<file path="src/rtl/audio_pkg.sv">
// Shared audio constants and helpers for the PDM capture and tone/PWM blocks.
// Also carries the PCM handoff struct used between decimator and loudness detector.
package audio_pkg;
    localparam int SYS_FREQ       = 100_000_000;
    localparam int HALF_DIV       = 20;
    localparam int DECIM          = 64;
    localparam int FRAME_LEN      = 256;
    localparam int THRESHOLD      = 20;
    localparam int HOLDOFF_FRAMES = 4;
    localparam int PCM_W          = 7;
    localparam int LEVEL_W        = 6;

    typedef struct packed {
        logic             valid;
        logic [PCM_W-1:0] sample;
    } pcm_t;

    // Counter width for a range 0..n-1, never narrower than one bit.
    function automatic int width_of(input int n);
        return (n <= 2) ? 1 : $clog2(n);
    endfunction
endpackage

</file>
<file path="src/rtl/loudness_detector.sv">
// Frame-based loudness detector: tracks peak |pcm - DECIM/2| per frame and
// fires a one-cycle flap when the peak crosses the threshold outside holdoff.
module loudness_detector #(
    parameter int DECIM          = audio_pkg::DECIM,
    parameter int FRAME_LEN      = audio_pkg::FRAME_LEN,
    parameter int THRESHOLD      = audio_pkg::THRESHOLD,
    parameter int HOLDOFF_FRAMES = audio_pkg::HOLDOFF_FRAMES
) (
    input  logic                         clk,
    input  logic                         reset,
    input  audio_pkg::pcm_t              pcm,
    output logic [audio_pkg::LEVEL_W-1:0] level,
    output logic                         flap
);
    import audio_pkg::*;

    localparam int FR_W = width_of(FRAME_LEN);
    localparam int HO_W = width_of(HOLDOFF_FRAMES + 1);
    localparam logic [PCM_W-1:0] MID = PCM_W'(DECIM / 2);

    logic [FR_W-1:0]    frame_cnt;
    logic [LEVEL_W-1:0] peak;
    logic [LEVEL_W-1:0] dev;
    logic [LEVEL_W-1:0] peak_nxt;
    logic [HO_W-1:0]    holdoff;

    always_comb begin
        dev      = (pcm.sample >= MID) ? LEVEL_W'(pcm.sample - MID) : LEVEL_W'(MID - pcm.sample);
        peak_nxt = (dev > peak) ? dev : peak;
    end

    always_ff @(posedge clk or negedge reset) begin
        if (!reset) begin
            frame_cnt <= '0;
            peak      <= '0;
            holdoff   <= '0;
            level     <= '0;
            flap      <= 1'b0;
        end else begin
            flap <= 1'b0;
            if (pcm.valid) begin
                if (frame_cnt == FR_W'(FRAME_LEN - 1)) begin
                    frame_cnt <= '0;
                    level     <= peak_nxt;
                    peak      <= '0;
                    // A holdoff that expires on this frame end only arms the next one.
                    if (peak_nxt >= LEVEL_W'(THRESHOLD) && holdoff == '0) begin
                        flap    <= 1'b1;
                        holdoff <= HO_W'(HOLDOFF_FRAMES);
                    end else if (holdoff != '0) begin
                        holdoff <= holdoff - HO_W'(1);
                    end
                end else begin
                    frame_cnt <= frame_cnt + FR_W'(1);
                    peak      <= peak_nxt;
                end
            end
        end
    end
endmodule

</file>
<file path="src/rtl/mic_pdm_receiver.sv">
// PDM microphone front end: generates micClk, samples the synchronized PDM bit
// at the end of each high phase and boxcar-decimates DECIM bits into a PCM count.
module mic_pdm_receiver #(
    parameter int HALF_DIV       = audio_pkg::HALF_DIV,
    parameter int DECIM          = audio_pkg::DECIM,
    parameter int FRAME_LEN      = audio_pkg::FRAME_LEN,
    parameter int THRESHOLD      = audio_pkg::THRESHOLD,
    parameter int HOLDOFF_FRAMES = audio_pkg::HOLDOFF_FRAMES
) (
    input  logic                          clk,
    input  logic                          reset,
    input  logic                          enable,
    input  logic                          micData,
    output logic                          micClk,
    output logic                          chSel,
    output logic [audio_pkg::PCM_W-1:0]   pcm_sample,
    output logic                          pcm_valid,
    output logic [audio_pkg::LEVEL_W-1:0] level,
    output logic                          flap
);
    import audio_pkg::*;

    localparam int DIV_W = width_of(HALF_DIV);
    localparam int BIT_W = width_of(DECIM);

    logic [1:0]       sync;
    logic [DIV_W-1:0] div_cnt;
    logic [BIT_W-1:0] bit_cnt;
    logic [PCM_W-1:0] ones;
    logic             div_wrap;
    logic             sample_pt;
    pcm_t             pcm_bus;

    assign chSel     = 1'b0;
    assign div_wrap  = (div_cnt == DIV_W'(HALF_DIV - 1));
    // Last cycle of the high phase: data has been stable well past the rising edge.
    assign sample_pt = enable && micClk && div_wrap;
    assign pcm_bus   = {pcm_valid, pcm_sample};

    always_ff @(posedge clk or negedge reset) begin
        if (!reset) begin
            sync       <= '0;
            div_cnt    <= '0;
            bit_cnt    <= '0;
            ones       <= '0;
            micClk     <= 1'b0;
            pcm_sample <= '0;
            pcm_valid  <= 1'b0;
        end else begin
            sync      <= {sync[0], micData};
            pcm_valid <= 1'b0;
            if (!enable) begin
                micClk  <= 1'b0;
                div_cnt <= '0;
                bit_cnt <= '0;
                ones    <= '0;
            end else begin
                if (div_wrap) begin
                    div_cnt <= '0;
                    micClk  <= ~micClk;
                end else begin
                    div_cnt <= div_cnt + DIV_W'(1);
                end
                if (sample_pt) begin
                    if (bit_cnt == BIT_W'(DECIM - 1)) begin
                        pcm_sample <= ones + PCM_W'(sync[1]);
                        pcm_valid  <= 1'b1;
                        bit_cnt    <= '0;
                        ones       <= '0;
                    end else begin
                        bit_cnt <= bit_cnt + BIT_W'(1);
                        ones    <= ones + PCM_W'(sync[1]);
                    end
                end
            end
        end
    end

    loudness_detector #(
        .DECIM          (DECIM),
        .FRAME_LEN      (FRAME_LEN),
        .THRESHOLD      (THRESHOLD),
        .HOLDOFF_FRAMES (HOLDOFF_FRAMES)
    ) u_loud (
        .clk   (clk),
        .reset (reset),
        .pcm   (pcm_bus),
        .level (level),
        .flap  (flap)
    );
endmodule

</file>
<file path="config.mk">
export PLATFORM = sky130hd
export DESIGN_NAME = mic_pdm_receiver
export DESIGN_NICKNAME = d
export VERILOG_FILES = /design/src/rtl/audio_pkg.sv /design/src/rtl/loudness_detector.sv /design/src/rtl/mic_pdm_receiver.sv
export SDC_FILE = /design/constraint.sdc
export NUM_CORES = 1
export LEC_CHECK = 0
export BUFFER_PORTS_ARGS = -buffer_cell sky130_fd_sc_hd__buf_2
export CAP_MARGIN = 0
export CORE_ASPECT_RATIO = 0.7
export CORE_MARGIN = 3
export CORE_UTILIZATION = 60
export CTS_BUF_LIST = sky130_fd_sc_hd__clkbuf_2 sky130_fd_sc_hd__clkbuf_4 sky130_fd_sc_hd__clkbuf_8
export CTS_CLUSTER_DIAMETER = 60
export CTS_CLUSTER_SIZE = 8
export DETAILED_ROUTE_END_ITERATION = 10
export GPL_ROUTABILITY_DRIVEN = 0
export PLACE_DENSITY = 0.8
export SLEW_MARGIN = 5
export SYNTH_ARGS = -nofsm -noshare
export SYNTH_HDL_FRONTEND = slang
export SYNTH_SLANG_ARGS = --single-unit
</file>
<file path="constraint.sdc">
create_clock -name clk -period 3.5 [get_ports clk]
set_input_delay 0.175 -clock clk [delete_from_list [all_inputs] [get_ports clk]]
set_output_delay 0.175 -clock clk [all_outputs]
set_load 0.005 [all_outputs]
</file>
# Word level (Yosys, flattened, before mapping)
# Index checks and enable logic that the tools add are counted.
dict set report op_classes {
  addsub 7
  magnitude_cmp 3
  n_eq_ne 5
  mux 22
  bitwise 1
  reduce_logical 9
}
# op n
set ops {}
lappend ops {{$mux W6} 6}
lappend ops {{$mux W7} 3}
lappend ops {{$mux W5} 2}
lappend ops {{$add A8 B1 Y8 const B} 1}
lappend ops {{$eq A8 B8 Y1 const B} 1}
lappend ops {{$mux W1} 8}
lappend ops {{$mux W8} 1}
lappend ops {{$add A7 B1 Y7} 1}
lappend ops {{$ge A7 B6 Y1 const B} 1}
lappend ops {{$add A6 B1 Y6 const B} 1}
lappend ops {{$eq A6 B6 Y1 const B} 1}
lappend ops {{$ge A6 B5 Y1 const B} 1}
lappend ops {{$gt A6 B6 Y1} 1}
lappend ops {{$mux W3} 2}
lappend ops {{$reduce_and A3 Y1} 2}
lappend ops {{$sub A6 B6 Y6 const A} 1}
lappend ops {{$sub A6 B6 Y6 const B} 1}
lappend ops {{$add A5 B1 Y5 const B} 1}
lappend ops {{$eq A5 B5 Y1 const B} 1}
lappend ops {{$ne A2 B1 Y1 const B} 2}
lappend ops {{$logic_and A1 B1 Y1} 3}
lappend ops {{$logic_not A3 Y1} 1}
lappend ops {{$reduce_bool A3 Y1} 1}
lappend ops {{$sub A3 B1 Y3 const B} 1}
lappend ops {{other kinds (3)} 3}
dict set report totals {
  register_bits 53
  in_bits 4
}

# Logic depth before layout (Yosys ltp)
dict set report logic_depth {
  depth_word 9
  mapped_depth 13
  ltp_nobuf 12
}

# Hierarchy
# Synthesis repeated with hierarchy kept, for this count alone.
dict set report hier_totals {
  cells_unflattened 276
  hier_area_um2 2831.5
}
# module instances cells_per_inst area_per_inst_um2 seq_area_each_um2
set by_module_without_submodules {}
lappend by_module_without_submodules {mic_pdm_receiver 1 134 1427.6 725.7}
lappend by_module_without_submodules {loudness_detector 1 142 1403.8 600.6}

# Worst setup path after synthesis
# OpenSTA, ideal clock, no wires.
dict set report synth_path {
  kind {flip-flop to flip-flop}
  from {register pcm_sample[2] (netlist bit)}
  to {register u_loud.level[2] (netlist bit)}
  arrival_ns 2.903
  required_ns 3.365
  path_slack_ns 0.462
  stages_incl_launch_ff 12
  path_buffers 1
  path_cell_list {dfrtp_1 -> or3_4 -> or3_4 -> a21oi_1 -> ha_1 -> and4_1 -> and3_1 -> a31oi_1 -> clkbuf_1 -> nor2_1 -> a21oi_1 -> o21ai_0}
}
dict set report synth_via {
  elab_chain_len 4
  word_cells_on_any_way 6
}
# item line
set synth_lines {}
lappend synth_lines {{start: declaration} mic_pdm_receiver.sv:16} ;# output logic [audio_pkg::PCM_W-1:0] pcm_sample,
lappend synth_lines {{start signal: assignment} mic_pdm_receiver.sv:66} ;# pcm_sample <= ones + PCM_W'(sync[1]);
lappend synth_lines {{$sub A6 B6 Y6 / $ge A7 B6 Y1 (equally long branches)} loudness_detector.sv:28} ;# dev = (pcm.sample >= MID) ? LEVEL_W'(pcm.sample - MID) : LEVEL_W'(MID - pcm.sample);
lappend synth_lines {{$mux W6 (*)} loudness_detector.sv:28}
lappend synth_lines {{$gt A6 B6 Y1} loudness_detector.sv:29} ;# peak_nxt = (dev > peak) ? dev : peak;
lappend synth_lines {{$mux W6 (*)} loudness_detector.sv:29}
lappend synth_lines {{end signal: assignment} loudness_detector.sv:44} ;# level <= peak_nxt;
lappend synth_lines {{end: declaration} loudness_detector.sv:12} ;# output logic [audio_pkg::LEVEL_W-1:0] level,
# Every way passes the cells marked *; elsewhere a longest branch is shown, timed or not.
# A chain may end at the register's enable or synchronous reset.

# Final worst setup path
dict set report layout_path {
  from {register pcm_sample[2] (netlist bit)}
  to {register u_loud.level[0] (netlist bit)}
}
# Same word-level chain as after synthesis.

==> results.md <==
- Clock power share: 0.391
- Leakage dissipation: around 1.4 nW
- Cells after Synth: ~290
- Fmax: 325 MHz
- Largest net degree at the start of global routing: 29
- Fillers: 308
- Synth warn: 0
- Area Overhead vs Synth: 10.1%
- Pre-CTS WS: roughly 0.28 ns
- Number of global-route vias before repair: between 2000 and 2500
- Met1 Use GR: 0.310
- Layout cells sized above 1: 0.117
- Max Buffers Root-to-Sink: 2
- Port Buffers: 19
- DIE HEIGHT: roughly 62 um
- Drt total wl: between 5 and 6 mm
- Worst rel slew slack: 0.470
- Yosys reg bits: 53
- Capture point of the worst reg-to-reg path: u_loud.level[0]
- Met2 usage: 0.306
- Layer with the highest usage: met1
- Path depth of the worst reg2reg path: 10
- Critical path class: flip-flop to flip-flop
- Clock latency on the worst-skew pair: between 0.3 and 0.4 ns
- Peak VDD IR: 0.289 mV
- First-iteration detailed-routing DRC count: 141
- Final setup viols: 0
- Die footprint: 0.00540 mm2
- Reg2reg start: pcm_sample[2]
- Most common cell after layout, fill and taps aside: dfrtp_1
- Worst EP arrival: approximately 3.3 ns
- RSZ-0062 raised after global routing: false
- Syn_area_per_cell: approximately 9.5 um2
- Sequential area share after synthesis: 0.487
- Core area: about 0.0041 mm2
- WP data required: 3.68 ns
- Design Area, Final: around 0.003 mm2
- # DRC: 0
- Yosys top cell area share: 0.487
- CTS sink cnt: 53
- Slew at the pin closest to its max-slew limit: a little under 0.8 ns
- CTS clk-pin slew, worst paths: 0.09 ns
- CP max FO: 16
- Storage cell area: 0.00133 mm2
- Combinational fraction of design power: 0.024
- DRT antenna net count: 0
- Cell-internal power: about 0.84 mW
- Row cnt: 19
- Vias per inst: 5.66
- Reg-to-reg slack, setup: about 0.42 ns
- Starting density of the core: 0.659
- Sequential group share of total power: 0.585
- Die X: roughly 87 um
- Worst hold path class: input pin to flip-flop
- Boundary pin count: 21
- Initial antenna violation count: 0
- Layout Skew: between 0.01 and 0.015 ns
- H-tree levels: 2
- Top cells by area, synth: dfrtp_1 49%, ha_1 6.4%, o21ai_0 5.9%
- Library cells used by synthesis: 38
- First-pass GRT wire length: between 9 and 10 mm
- Yosys top cell by area: dfrtp_1
- Power density over the cells: around 350 mW/mm2
- Worst Hold End: bit_cnt[1]
- Footprint of the multi-input gates: around 0.0013 mm2
- Fin crit share: 0.880
- Clk root buf: clkbuf_8
- Hpwl dp: between 3 and 4 mm
- Dpl cell area: ~0.0029 mm2
- Switching pwr: roughly 0.22 mW
- Post-layout min period: between 3 and 4 ns
- Hold path cells: 2
- Status: complete, no violations
- Post-route setup TNS: 0 ns
- M3 GR Usage: 0.0461
- Global-route usage over all layers: 0.211
- Hold Startpoint: enable
- Max-capacitance violation count: 0
- CP endpoint kind: flip-flop
- Final WS setup: about 0.42 ns
- Switching share of power: 0.208
- Gr ovfl total: 0
- Fin nets: about 330
- Most frequent cells in the layout: 53 x dfrtp_1, 34 x nand2_1, 31 x o21ai_0
- TritonCTS Buffers: 5
- Initial DRT Pass Iterations: 4
- Critical path launch point type: flip-flop
- Final Max Slew Viols: 0
- CTS tree: yes
- Routed len/inst: between 10 and 15 um
- Setup bufs post-CTS: 0
- Vias: approximately 2000
- Antenna fix cells: 0
- Syn nets: about 310
- Final hold vios: 0
- Mapped Area: 0.00273 mm2
[critical path, stage by stage, from the launching register on]
cell     delay, ns
dfrtp_1       0.47
or3_4         0.42
or3_4         0.34
a21oi_1       0.26
ha_1          0.31
and4_1        0.17
and3_1        0.18
a31oi_1       0.13
buf_4         0.22
mux2i_1       0.32
o21ai_0       0.11
[area by class of cell]
class,instances,share of cell area
Timing Repair Buffer,24,0.0459
Clock inverter,3,0.0154
Tap cell,52,0.0217
Sequential cell,53,0.442
Multi-Input combinational cell,208,0.432
Clock buffer,5,0.0229
Inverter,16,0.0200
[worst max path at each step]
| stage | cells past startpoint | to | startpoint | slack [ns] |
|---|---|---|---|---|
| global route | 11 | u_loud.peak[4] | pcm_sample[2] | 0.15 |
| detailed placement | 10 | u_loud.peak[2] | pcm_sample[2] | 0.28 |
| global placement | 10 | u_loud.peak[1] | pcm_sample[2] | 0.41 |
| finish | 10 | u_loud.level[0] | pcm_sample[2] | 0.42 |
| floorplan | 11 | u_loud.level[2] | pcm_sample[2] | 0.46 |
| CTS | 11 | u_loud.peak[0] | pcm_sample[2] | 0.25 |
[synthesized netlist by cell type]
cell type and count:
dfrtp_1 53, nand2_1 34, o21ai_0 32, nor2_1 22, inv_1 16, ha_1 14
nand3_1 13, a21oi_1 10, xnor2_1 9, and2_1 8, clkbuf_1 8, nor2b_1 8
xor2_1 8, and3_1 5, nand2b_1 5, o31ai_1 5, mux2i_1 4, nand4_1 4
nor3_1 4, a22o_1 3, a31oi_1 3, nor3b_1 2, or3_4 2, a21boi_0 1
a21o_1 1, a21oi_2 1, a22oi_1 1, and4_1 1, and4bb_2 1, buf_2 1
buf_4 1, conb_1 1, mux2_2 1, o2111ai_2 1, o211ai_1 1, o221a_1 1
o221ai_1 1, o311ai_0 1
[state kept, by name, summed over array words and instances, names as in the netlist, 2 cells and up]
register	count
bit_cnt	6
div_cnt	5
ones	7
pcm_sample	7
sync	2
u_loud.frame_cnt	8
u_loud.holdoff	3
u_loud.level	6
u_loud.peak	6
[logic make-up (layout without fill, tap and decap cells)]
group / Yosys count / count (layout) / synth area share
flops: 53 / 53 / 0.487
fa+ha+maj: 14 / 14 / 0.0643
other cells: 1 / 1 / 0.00138
buf+inv: 26 / 48 / 0.0376
xor+xnor: 17 / 17 / 0.0546
simple gates: 109 / 109 / 0.199
compound gates: 62 / 62 / 0.138
mux: 5 / 5 / 0.0188
[power by group through the flow]
stage	Clock, mW	Sequential [mW]	Combinational (mW)
after detailed placement	0	0.630	0.0247
after CTS	0.426	0.618	0.0265
after global placement	0	0.630	0.0245
after floorplan	0	0.630	0.00925
final	0.413	0.618	0.0253
after global routing	0.446	0.619	0.0302
[layer usage]
layer | routed length [um] | share of wire
met5 | 0 | 0
met3 | 272 | 0.054
met1 | 2540 | 0.50
met2 | 2190 | 0.44
met4 | 33 | 0.0065
[through the flow]
step                cells  utilization  hold slack [ns]  power (mW)
floorplan             287            -           -0.121       0.639
global placement      351        0.693            0.218       0.655
CTS                   361        0.725            0.196        1.07
global route          361        0.725            0.215        1.10
finish                361        0.725            0.205        1.06
detailed placement    351        0.693            0.213       0.655
[timing repair]
| item | CTS | global route |
|---|---|---|
| hold buffers | 2 | 0 |
| resized for setup | 0 | 1 |
| endpoints found under the setup margin | 0 | 6 |
| endpoints found under the hold margin | 28 | 0 |
Power figures use the tool's default switching activity.
